[src/rtl/console_mux.sv]
// Registered N-to-M GPIO crossbar: each output lane picks one gpio by index, gated by a per-lane enable.
// Latency 1 cycle (3 from gpios when INPUT_SYNC_EN is defined); no backpressure, inputs sampled every cycle.
module console_mux #(
    parameter int INPUT_COUNT  = 4,
    parameter int OUTPUT_COUNT = 4,
    parameter int SEL_W        = 4
) (
    input  logic                            clk,
    input  logic                            rst,
    input  logic [INPUT_COUNT-1:0]          gpios,
    input  logic [OUTPUT_COUNT*SEL_W-1:0]   selectors,
    input  logic [OUTPUT_COUNT-1:0]         enabled,
    output logic [OUTPUT_COUNT-1:0]         out
);

    logic [INPUT_COUNT-1:0]  gpios_s;
    logic [OUTPUT_COUNT-1:0] out_d;
    logic [OUTPUT_COUNT-1:0] out_q;
    logic [SEL_W-1:0]        lane_sel;

`ifdef INPUT_SYNC_EN
    logic [INPUT_COUNT-1:0] gpios_meta_d;
    logic [INPUT_COUNT-1:0] gpios_meta_q;
    logic [INPUT_COUNT-1:0] gpios_sync_d;
    logic [INPUT_COUNT-1:0] gpios_sync_q;

    always_comb begin
        gpios_meta_d = gpios;
        gpios_sync_d = gpios_meta_q;
    end

    always_ff @(posedge clk or posedge rst) begin
        if (rst) begin
            gpios_meta_q <= '0;
            gpios_sync_q <= '0;
        end else begin
            gpios_meta_q <= gpios_meta_d;
            gpios_sync_q <= gpios_sync_d;
        end
    end

    assign gpios_s = gpios_sync_q;
`else
    assign gpios_s = gpios;
`endif

    // Matching by equality against each valid index means out-of-range or
    // unknown selectors never hit a branch, so the lane falls back to 0.
    always_comb begin
        out_d    = '0;
        lane_sel = '0;
        for (int j = 0; j < OUTPUT_COUNT; j++) begin
            lane_sel = selectors[j*SEL_W +: SEL_W];
            if (enabled[j] == 1'b1) begin
                for (int k = 0; k < INPUT_COUNT; k++) begin
                    if (lane_sel == SEL_W'(k)) begin
                        out_d[j] = gpios_s[k];
                    end
                end
            end
        end
    end

    always_ff @(posedge clk or posedge rst) begin
        if (rst) begin
            out_q <= '0;
        end else begin
            out_q <= out_d;
        end
    end

    assign out = out_q;

endmodule

[config.mk]
export PLATFORM = sky130hd
export DESIGN_NAME = console_mux
export DESIGN_NICKNAME = d
export VERILOG_FILES = /design/src/rtl/console_mux.sv
export SDC_FILE = /design/constraint.sdc
export NUM_CORES = 1
export LEC_CHECK = 0
export BUFFER_PORTS_ARGS = -buffer_cell sky130_fd_sc_hd__buf_2
export CORE_AREA = 2 2 39 41
export DETAILED_ROUTE_END_ITERATION = 6
export DIE_AREA = 0 0 41 43
export PLACE_DENSITY = 0.65
export SYNTH_ARGS = -nofsm -noshare
export SYNTH_HDL_FRONTEND = slang
export SYNTH_SLANG_ARGS = --single-unit
[constraint.sdc]
create_clock -name clk -period 0.8 [get_ports clk]
set_clock_uncertainty 0.2 [all_clocks]
set_input_delay 0.04 -clock clk [delete_from_list [all_inputs] [get_ports clk]]
set_output_delay 0.04 -clock clk [all_outputs]
set_load 0.02 [all_outputs]
==> qor.csv <==
stage,metric,value,unit
clock_network,cts_setup_buffers,0,
setup_path,required,0.56,ns
clock_network,clock-sinks,4,
run_status,status,"complete, but fails checks",
yosys,synthTopCellsByArea,"dfrtp_1 36%, mux4_2 32%, nor4bb_4 27%, and3_1 2.2%, inv_1 1.3%",
yosys,synth_top_area_share,0.3587,
routing,drc,0,
setup_path,path_delay_family,flip-flops,
timing,worstMarginPinSlew,0.2050,ns
finish,largest_register_ff_count,4,
grt,grt_pass1_wl,1.255,mm
clock_network,ctsRootBufferMaster,clkbuf_4,
finish,final_design_area_no_fill,556.8,um^2
setup_path,slowest_delay,0.36,ns
place,place_area,444.2,um^2
clock_network,clk_pin_slew,0.04,ns
setup_path,critical_path_class,reg -> out,
finish,final_common_cell,buf_2,
yosys,synth.cell_area,279.0,um^2
grt,antenna_found_initial,0,
timing,max_slew_margin,0.8631,
yosys,synth_cells,14,
timing,grt_setup_unrepaired,true,
timing,setup_viol_count_final,8,
timing,min_period,0.9631,ns
routing,routed_wl,816,um
die,coreArea,0.001384,mm^2
grt,grt_max_degree,5,
routing,drt_iter0_markers,0,
power_and_ir_drop,internal_power,520.8,uW
die,initial_core_util,0.2016,
place,port_buffers,29,
finish,nNetsFinal,75,
timing,slew_viol_final,0,
grt,globalRouteTotalUtil,0.1132,
timing,post-route-period-util,1.204,
setup_path,arrival,0.72,ns
run_status,violations,"hold timing, setup timing",
yosys,synth_top_area_cell,dfrtp_1,
finish,final_cell_mix,"17 x buf_2, 12 x buf_6, 4 x mux4_2, 4 x dfrtp_1",
yosys,synth_warnings,0,
die,num_rows,14,
timing,holdWs,-0.2071,ns
power_and_ir_drop,power.switching,140.7,uW
yosys,synth_nets,40,
clock_network,max-clock-path-buffers,2,
clock_network,cts_tree,built,
yosys,yosysUniqueCellTypes,6,
power_and_ir_drop,clock_power_share,0.370,
timing,fmax,1038,MHz
setup_path,critPathSlowestCell,dfrtp_1,
routing,drtPass1Iterations,1,
routing,wl_per_cell,12.95,um
die,die_h,43,um
die,die_w,41,um
yosys,ys_seq_area_frac,0.3587,
setup_path,path_buf_inv,1,
finish,synthToLayoutAreaGrowth,99.55,%
power_and_ir_drop,p_seq_frac,0.322,
power_and_ir_drop,vdd_drop_max,0.3035,mV
timing,setup_tns,-0.8087,ns
timing,finalHoldViolations,4,
finish,fillers,144,
power_and_ir_drop,p_leak,0.2866,nW
die,die_area,0.001763,mm^2
setup_path,critPathCaptureType,output pin,
grt,overflow,0,
clock_network,cts_made_buffers,3,
finish,post_route_cells_drive_above_1_share,0.8511,
setup_path,critical_path.cell_chain,buf_6,
power_and_ir_drop,comb_power_share,0.309,
run,drv_cap,0,
timing,final.setup.worst_slack,-0.1631,ns
grt,grt_pass1_vias,340,
clock_network,cts_hold_buf,1,
finish,antennaDiodeCount,0,
clock_network,htree_levels,1,
setup_path,path_max_fanout,1,
yosys,avgSynthCellArea,19.93,um^2
routing,postRouteAntennaNets,0,
yosys,synth-seq-cells,4,
power_and_ir_drop,power.density,1188,mW/mm^2
routing,vias_per_cell,4.476,
routing,vias,282,
die,io-pin-count,30,
place,place_congestion,0.6853,
power_and_ir_drop,netSwitchingFraction,0.2127,
hold_path,hp-class,in -> reg,
setup_path,critPathLaunchType,register,
-- per-layer routing --
metal,GRT usage,share of wire,up-vias,routed length (um)
met5,0,0,-,0
met4,0.1000,0.016,0,13
met3,0.02094,0.19,2,157
met2,0.2063,0.53,32,429
met1,0.08882,0.26,122,215
li1,-,-,126,-
-- power groups by stage --
stage,logic [mW],clock network (mW),registers [mW]
after global placement,0.166,0,0.214
after global routing,0.223,0.276,0.213
after floorplan,0.0690,0,0.223
after detailed placement,0.168,0,0.214
after CTS,0.205,0.260,0.213
final,0.204,0.245,0.213
-- final timing paths --
| path | to | startpoint | slack, ns | cells after the start |
|---|---|---|---|---|
| max in group asynchronous | out[2]$_DFF_PP0_ | rst | 0.19 | 3 |
| worst max-delay path | out[2] | out[2]$_DFF_PP0_ | -0.16 | 1 |
| min in group asynchronous | out[0]$_DFF_PP0_ | rst | 0.06 | 3 |
| worst min-delay path | out[1]$_DFF_PP0_ | selectors[7] | -0.21 | 2 |
-- cell families after synthesis --
| logic type | Yosys count | synth area share |
|---|---|---|
| AND/OR/NAND/NOR | 5 | 0.3049 |
| multiplexers | 4 | 0.3229 |
| flip-flops | 4 | 0.3588 |
| buffers and inverters | 1 | 0.01344 |
-- metrics by stage --
step	power, mW	hold WS, ns	utilization	instances	setup WS, ns
after floorplan	0.2917	-0.3939	-	14	-0.1763
after global placement	0.3799	-0.2743	0.3210	59	-0.3165
after detailed placement	0.3818	-0.2745	0.3210	59	-0.3280
after CTS	0.6775	-0.2163	0.4024	63	-0.1765
after global routing	0.7122	-0.2100	0.4024	63	-0.2037
final	0.6616	-0.2071	0.4024	63	-0.1631
-- cell usage after synthesis, drive strengths merged --
cell,number
nor2,1
and3,1
inv,1
mux4,4
dfrtp,4
nor4bb,3
-- what timing repair did --
action	CTS	global route
resized for setup	17	0
hold endpoints to repair	8	4
endpoints found under the setup margin	8	8
-- cell type report --
cell class,instances,area (um^2),share of cell area
Inverter,1,3.754,0.006742
Timing Repair Buffer,30,230.2,0.4135
Clock buffer,3,22.52,0.04045
Multi-Input combinational cell,9,180.2,0.3236
Tap cell,16,20.02,0.03596
Sequential cell,4,100.1,0.1798
(Power assumes the default switching activity.)
